## src/rtl/lifo_pkg.sv

```systemverilog
// Shared definitions for the parametrised LIFO: operation encoding and count sizing.
package lifo_pkg;

  typedef enum logic [1:0] {
    OP_IDLE,
    OP_PUSH,
    OP_POP,
    OP_REPLACE
  } op_e;

  // Count must hold 0..DEPTH inclusive, so one bit more than the address.
  function automatic int cnt_width(input int depth);
    return $clog2(depth) + 1;
  endfunction

endpackage

```

## src/rtl/lifo_ram.sv

```systemverilog
// Storage for every LIFO entry below the top: synchronous write, asynchronous read, no reset.
module lifo_ram #(
  parameter int WIDTH = 16,
  parameter int DEPTH = 16
) (
  input  logic                     i_clk,
  input  logic                     i_we,
  input  logic [$clog2(DEPTH)-1:0] i_waddr,
  input  logic [$clog2(DEPTH)-1:0] i_raddr,
  input  logic [WIDTH-1:0]         i_wdata,
  output logic [WIDTH-1:0]         o_rdata
);

  // The top entry lives in a register in the parent, so only DEPTH-1 slots are needed.
  logic [WIDTH-1:0] r_mem [0:DEPTH-2];

  always_ff @(posedge i_clk) begin
    if (i_we) r_mem[i_waddr] <= i_wdata;
  end

  assign o_rdata = r_mem[i_raddr];

endmodule

```

## src/rtl/lifo_param.sv

```systemverilog
// Parametrised LIFO with registered top-of-stack, occupancy flags, replace-top and error reporting.
// Define LIFO_ERR_STICKY_EN to make overflow/underflow sticky until reset.
module lifo_param
  import lifo_pkg::*;
#(
  parameter int WIDTH    = 16,
  parameter int DEPTH    = 16,
  parameter int AF_LEVEL = DEPTH - 2,
  parameter int AE_LEVEL = 2
) (
  input  logic                        clk,
  input  logic                        rst,
  input  logic                        push,
  input  logic                        pop,
  input  logic [WIDTH-1:0]            data_in,
  output logic [WIDTH-1:0]            data_out,
  output logic [cnt_width(DEPTH)-1:0] count,
  output logic                        empty,
  output logic                        full,
  output logic                        almost_empty,
  output logic                        almost_full,
  output logic                        overflow,
  output logic                        underflow
);

  localparam int AW = $clog2(DEPTH);
  localparam int CW = cnt_width(DEPTH);
  localparam logic [CW-1:0] DEPTH_C = CW'(DEPTH);
  localparam logic [CW-1:0] AF_C    = CW'(AF_LEVEL);
  localparam logic [CW-1:0] AE_C    = CW'(AE_LEVEL);

  logic [WIDTH-1:0] r_top;
  logic [CW-1:0]    r_count;
  logic             r_empty, r_full, r_ae, r_af, r_ovf, r_unf;

  op_e              w_op;
  logic [CW-1:0]    w_cnt_next;
  logic [WIDTH-1:0] w_top_next;
  logic [CW-1:0]    w_cnt_m1, w_cnt_m2;
  logic [AW-1:0]    w_waddr, w_raddr;
  logic             w_we, w_ovf_evt, w_unf_evt;
  logic [WIDTH-1:0] w_rdata;

  assign w_cnt_m1 = r_count - CW'(1);
  assign w_cnt_m2 = r_count - CW'(2);
  assign w_waddr  = w_cnt_m1[AW-1:0];
  // Clamp keeps the read index inside storage when fewer than two entries exist.
  assign w_raddr  = (r_count > CW'(1)) ? w_cnt_m2[AW-1:0] : '0;
  assign w_we     = (w_op == OP_PUSH) && (r_count != '0);

  assign w_ovf_evt = push && r_full && !pop;
  assign w_unf_evt = pop && r_empty;

  always_comb begin
    w_op = OP_IDLE;
    if (push && pop && !r_empty)       w_op = OP_REPLACE;
    else if (push && !r_full)          w_op = OP_PUSH;
    else if (pop && !r_empty && !push) w_op = OP_POP;
  end

  always_comb begin
    w_cnt_next = r_count;
    w_top_next = r_top;
    case (w_op)
      OP_REPLACE: w_top_next = data_in;
      OP_PUSH: begin
        w_top_next = data_in;
        w_cnt_next = r_count + CW'(1);
      end
      OP_POP: begin
        w_top_next = (r_count > CW'(1)) ? w_rdata : '0;
        w_cnt_next = w_cnt_m1;
      end
      default: ;
    endcase
  end

  lifo_ram #(.WIDTH(WIDTH), .DEPTH(DEPTH)) u_ram (
    .i_clk   (clk),
    .i_we    (w_we),
    .i_waddr (w_waddr),
    .i_raddr (w_raddr),
    .i_wdata (r_top),
    .o_rdata (w_rdata)
  );

  // Flags derive from the next-state count so they always agree with count.
  always_ff @(posedge clk) begin
    if (rst) begin
      r_top   <= '0;
      r_count <= '0;
      r_empty <= 1'b1;
      r_full  <= 1'b0;
      r_ae    <= 1'b1;
      r_af    <= 1'b0;
      r_ovf   <= 1'b0;
      r_unf   <= 1'b0;
    end else begin
      r_top   <= w_top_next;
      r_count <= w_cnt_next;
      r_empty <= (w_cnt_next == '0);
      r_full  <= (w_cnt_next == DEPTH_C);
      r_ae    <= (w_cnt_next <= AE_C);
      r_af    <= (w_cnt_next >= AF_C);
`ifdef LIFO_ERR_STICKY_EN
      r_ovf   <= r_ovf | w_ovf_evt;
      r_unf   <= r_unf | w_unf_evt;
`else
      r_ovf   <= w_ovf_evt;
      r_unf   <= w_unf_evt;
`endif
    end
  end

  assign data_out     = r_top;
  assign count        = r_count;
  assign empty        = r_empty;
  assign full         = r_full;
  assign almost_empty = r_ae;
  assign almost_full  = r_af;
  assign overflow     = r_ovf;
  assign underflow    = r_unf;

endmodule

```

## config.mk

```make
export PLATFORM = sky130hd
export DESIGN_NAME = lifo_param
export DESIGN_NICKNAME = d
export VERILOG_FILES = /design/src/rtl/lifo_pkg.sv /design/src/rtl/lifo_ram.sv /design/src/rtl/lifo_param.sv
export SDC_FILE = /design/constraint.sdc
export NUM_CORES = 1
export LEC_CHECK = 0
export ABC_CLOCK_PERIOD_IN_PS = 4600
export CAP_MARGIN = 20
export CORE_MARGIN = 4
export CORE_UTILIZATION = 37
export CTS_CLUSTER_SIZE = 16
export DETAILED_ROUTE_END_ITERATION = 7
export GPL_TIMING_DRIVEN = 0
export PLACE_DENSITY = 0.54
export RECOVER_POWER = 25
export SETUP_SLACK_MARGIN = 0.02
export SLEW_MARGIN = 10
export SYNTH_ARGS = -nofsm -noshare
export SYNTH_HDL_FRONTEND = slang
export SYNTH_SLANG_ARGS = --single-unit
```

## constraint.sdc

```tcl
create_clock -name clk -period 4.6 [get_ports clk]
set_input_delay 0.46 -clock clk [delete_from_list [all_inputs] [get_ports clk]]
set_output_delay 0.46 -clock clk [all_outputs]
set_load 0.01 [all_outputs]
```

# Word level (Yosys, flattened, before mapping)
# Memory sizes are Yosys's and may differ from the RTL's.
# Index checks and enable logic that the tools add are counted.
# totals
reg_bits	27
ramBits	240
in_bits	20
out_inout_bits	27
elab_cells	45
mem_count	1
# classes
add_sub_neg	3
order_cmp	3
n_eq_ne	4
mux	9
n_reduce_logical	17
# memory_table
memory	words	width	read_ports	rd_clocked_by_memory_dff	wr	line_no	text
u_ram.r_mem	15	16	1	0	1	lifo_ram.sv:15	logic [WIDTH-1:0] r_mem [0:DEPTH-2];
# ops
op	n
16-bit one-hot mux with 2 select lines	1
16-bit 2-to-1 mux	1
5-bit one-hot mux with 2 select lines	1
1-bit logical AND	9
2-bit 2-to-1 mux	3
5-bit by 1-bit adder with 5-bit output (second input constant)	1
5-bit equality test (second input constant)	1
5-bit by 4-bit greater-or-equal comparator with 1-bit output (second input constant)	1
5-bit by 1-bit > comparator with 1-bit output (second input constant)	1
5-bit by 2-bit <= comparator with 1-bit output (second input constant)	1
5-bit zero test	1
5-bit nonzero test	1
5-bit by 1-bit subtractor with 5-bit output (second input constant)	1
2-bit equality test (second input constant)	2
1-bit zero test	4
4-bit 2-to-1 mux	1
4-bit by 2-bit subtractor with 4-bit output (second input constant)	1
2-bit by 1-bit equality test with 1-bit output (second input constant)	1
1-bit 2-to-1 mux	2
2-bit nonzero test	1
2-bit OR reduction	1

# Depth between registers and ports, before layout
# logic_depth
ltp_word	10
depth_mapped	12

# Hierarchy
# Synthesis repeated with hierarchy kept, for this count alone.
# hier_totals
cells_unflattened	577
area_unflattened_um2	10842.9
# modules_own_cells
mod	instances	cells_each	area_each_um2	seq_area_each_um2
lifo_ram	1	418	9272.6	7206.9
lifo_param	1	159	1570.3	540.5

# Worst setup path before layout
# No wires, ideal clock.
# synth_path
path_kind	reg2reg
from	register r_count[1], in the netlist count[1]
to	memory u_ram.r_mem[8][0], enable pin
setup_time_ps	388
arrival_ps	2596
path_slack_ps	1616
path_stages_with_launch	9
path_buffers	2
cell_sequence	dfxtp_1 clkbuf_2 inv_2 clkbuf_1 ha_1 a21boi_4 xor2_1 nand2_1 nor2_1
# synth_via
elab_chain_cells	4
word_cells_on_any_way	5
# synth_rtl
item	line_no	text
start, declared	lifo_param.sv:33	logic [CW-1:0] r_count;
start signal, assigned	lifo_param.sv:100	r_count <= w_cnt_next;
branches (longest 4 deep; another with 5-bit by 1-bit subtractor with 5-bit output)	--	
end, declared	lifo_ram.sv:15	
# Parallel ways; which one is timed is not known.

# Worst setup path after layout
# layout_path
from	register r_count[1], in the netlist count[1]
to	register r_top[11], in the netlist data_out[11]
# layout_via
elab_chain_cells	5
word_cells_on_any_way	6
# layout_rtl
item	line_no	text
4-bit by 2-bit subtractor with 4-bit output or 5-bit by 1-bit > comparator with 1-bit output (tied branches)	lifo_param.sv:45, lifo_param.sv:48, lifo_param.sv:71	
4-bit 2-to-1 mux	lifo_param.sv:48	assign w_raddr = (r_count > CW'(1)) ? w_cnt_m2[AW-1:0] : '0;
memory read 15 x 16 bit	--	
16-bit 2-to-1 mux *	lifo_param.sv:71	w_top_next = (r_count > CW'(1)) ? w_rdata : '0;
16-bit one-hot mux with 2 select lines *	lifo_param.sv:64	case (w_op)
end signal, assigned	lifo_param.sv:99	r_top <= w_top_next;
end, declared	lifo_param.sv:32	logic [WIDTH-1:0] r_top;
# Every way passes the cells marked *; elsewhere a longest branch is shown, timed or not.
# A chain may end at the register's enable or synchronous reset.

==> impl_metrics.json <==
{
  "antenna_found_initial": 0,
  "rrSetupSlack_ns": 0.97,
  "n_antenna_cell": 0,
  "netlist_area_um2": 11200,
  "hpwl_um": 21100,
  "worstSkewPairLatency_ns": 0.55,
  "cts-resized-gates": 0,
  "first_pass_iters": 5,
  "critical-path-max-stage-delay_ns": 0.52,
  "via_per_inst": 5.46,
  "die_width_um": 182,
  "rsz0062_at_grt": "false",
  "antenna_left": 0,
  "post_cts_buffers": 0,
  "fin_nets": 948,
  "ys_types": 54,
  "mostFrequentLayoutCells": "edfxtp_1 (240), a21oi_1 (79), nand2_1 (62), o21ai_0 (62), nor2_1 (56)",
  "io_pins": 47,
  "cts_buffers": 28,
  "htree_levels": 1,
  "r2r_start": "count[1]",
  "netlist_instances": 830,
  "fin_crit_sh_pct": 78.9,
  "p_leak_nw": 4.40,
  "design.die.area_um2": 33100,
  "drc_errors": 0,
  "root_buffer": "clkbuf_16",
  "path_clk_slew_ns": 0.06,
  "detail_route.wl_per_cell_um": 22.9,
  "fin_crit_ns": 3.63,
  "crit_arrival_ns": 4.13,
  "ir_worst_vdd_v": 0.000252,
  "post-route-util_pct": 44.9,
  "setup.worst_path.start": "count[1]",
  "dr_total_vias": 7274,
  "finClkSkew_ns": 0.0154,
  "syn_avg_cell_area_um2": 13.5,
  "place_congestion": 0.856,
  "timing.slew.headroom_pct": 40.9,
  "first_iter_violations": 761,
  "whs_ns": 0.455,
  "syn2layout_area_growth_pct": 19.4,
  "final_common_cell": "edfxtp_1",
  "drv_slew": 0,
  "status": "completed",
  "core_area_um2": 29800,
  "rows": 63,
  "clk_path_buf_depth": 3,
  "hold_viol": 0,
  "synth_nets": 858,
  "io_buffers": 46,
  "final-setup-viol-count": 0,
  "ff2ff_path_depth": 11,
  "cp_max_fo": 14,
  "powerDensity_nw_per_um2": 562,
  "critPathMostFrequentCell": "clkbuf_1",
  "end_kind": "flip-flop",
  "grt-ovfl-total": 0,
  "drive_above_1_share_pct": 13.5,
  "r2r-end": "data_out[11]",
  "worstSetupPathType": "flip-flop to flip-flop",
  "drv_cap": 0,
  "holdCritPathClass": "flip-flop to flip-flop",
  "worstMarginPinSlew_ns": 0.885,
  "grt_pass1_wl_um": 45800,
  "cts_tree": "yes",
  "critPathCapture": "data_out[11]",
  "grt_max_degree": 18,
  "whs_path_depth": 2,
  "fmax_mhz": 276,
  "synth_edf_count": 240,
  "cpMaxStageDelayCell": "ha_1",
  "holdBufCountCts": 0,
  "start_util_pct": 37.6,
  "synthArstFlopShare_pct": 0,
  "ys.warnings.count": 0,
  "ys_seq_area_share_pct": 69.1,
  "die_y_um": 182,
  "drt-total-wl_um": 30500,
  "crit_path_cell_trace": "clkbuf_2 > inv_2 > clkbuf_1 > ha_1 > clkbuf_1 > clkbuf_1 > o21ai_0 > a21oi_1 > o22ai_1 > nand4_1 > o221a_1",
  "final.setup.tns_ns": 0,
  "critPathLaunchType": "flip-flop",
  "clkSinkCount": 267,
  "gr-usage-all-layers_pct": 18.0,
  "cp.required_ns": 5.10,
  "grt_pass1_vias": 7097,
  "ys.flop_type": "edfxtp_1",
  "synth_seq_cells": 267
}
per-layer routing:
metal | up-vias | track usage (%) | routed length (µm) | share of wire (%)
li1 | 3390 | - | - | -
met1 | 3581 | 25.7 | 14000 | 46
met2 | 243 | 28.9 | 14000 | 46
met3 | 60 | 2.78 | 1620 | 5.3
met4 | 0 | 4.89 | 901 | 3.0
met5 | - | 0 | 0 | 0
logic make-up after synthesis:
| group | count (synthesis) | share of synthesized area, % |
|---|---|---|
| AND/OR/NAND/NOR | 187 | 7.58 |
| flip-flops | 267 | 69.1 |
| adder cells (fa/ha/maj) | 8 | 0.893 |
| XOR/XNOR | 9 | 0.703 |
| multiplexers | 47 | 4.48 |
| buffers and inverters | 59 | 2.52 |
| AO/OA/AOI/OAI | 253 | 14.7 |
area by class of cell:
| cell class | instances | area (µm²) |
|---|---|---|
| plain buffers | 53 | 260 |
| clock inverters | 19 | 248 |
| inverters | 6 | 22.5 |
| clock buffers | 33 | 719 |
| repair buffers | 60 | 681 |
| multi-input cells | 504 | 3220 |
| flip-flops and latches | 267 | 7750 |
| fillers | 2753 | 16400 |
| well taps | 390 | 488 |
registers in the layout, summed over array words and instances (netlist names):
signal	cells
u_ram.r_mem	240
count	5
empty	1
full	1
overflow	1
underflow	1
almost_full	1
almost_empty	1
data_out	16
power breakdown:
part	switching (mW)	internal, mW
registers	0.285	2.97
logic	1.20	0.681
clock network	0.926	1.45
total	2.41	5.10
cells in the mapped netlist, types with 3 or more instances:
master       n  share of area [%]
nor3_1       3               0.13
and2_1       3               0.17
a21oi_1     79                3.5
mux2i_1     31                2.8
clkbuf_2     3               0.13
edfxtp_1   240                 64
buf_4        5               0.33
o21ai_0     62                2.8
buf_2       19               0.85
xor2_1       4               0.31
or3_1       15               0.84
nor2b_1      3               0.17
o22ai_1     31                1.7
inv_1        4               0.13
nand4_1     17               0.95
o221a_1     16                1.6
nor2_1      71                2.4
nand2_1     62                2.1
clkbuf_1    23               0.77
xnor2_1      5               0.39
dfxtp_1     27                4.8
o21bai_1    15                1.0
ha_1         8               0.89
a2bb2oi_1   15                1.2
mux2_2      15                1.5
a211oi_1    17                1.1
worst max-delay path, delay by kind of cell, from the launching register on:
family	cells	cell delay [ns]
buffers and inverters	5	1.74
AND/OR/NAND/NOR	1	0.14
adder cells (fa/ha/maj)	1	0.52
AO/OA/AOI/OAI	4	0.71
flip-flops	1	0.46
worst min path at each step:
stage                     start   endpoint  slack [ns]
after floorplan           empty  underflow        0.47
after global placement    empty  underflow        0.45
after detailed placement  empty  underflow        0.45
after CTS                 empty  underflow        0.46
after global routing      empty  underflow        0.49
final                     empty  underflow        0.45
through the flow:
step	power (mW)	worst slack, ns	std cells	cell area (µm²)
6_report	7.52	0.972	1332	13400
5_1_grt	7.84	0.780	1332	13400
4_1_cts	7.56	0.950	1332	13400
3_5_place_dp	5.19	0.970	1280	12400
3_3_place_gp	5.13	0.336	1266	12200
2_1_floorplan	4.34	1.62	830	11200
No activity file was read; power rests on OpenSTA's default activity.
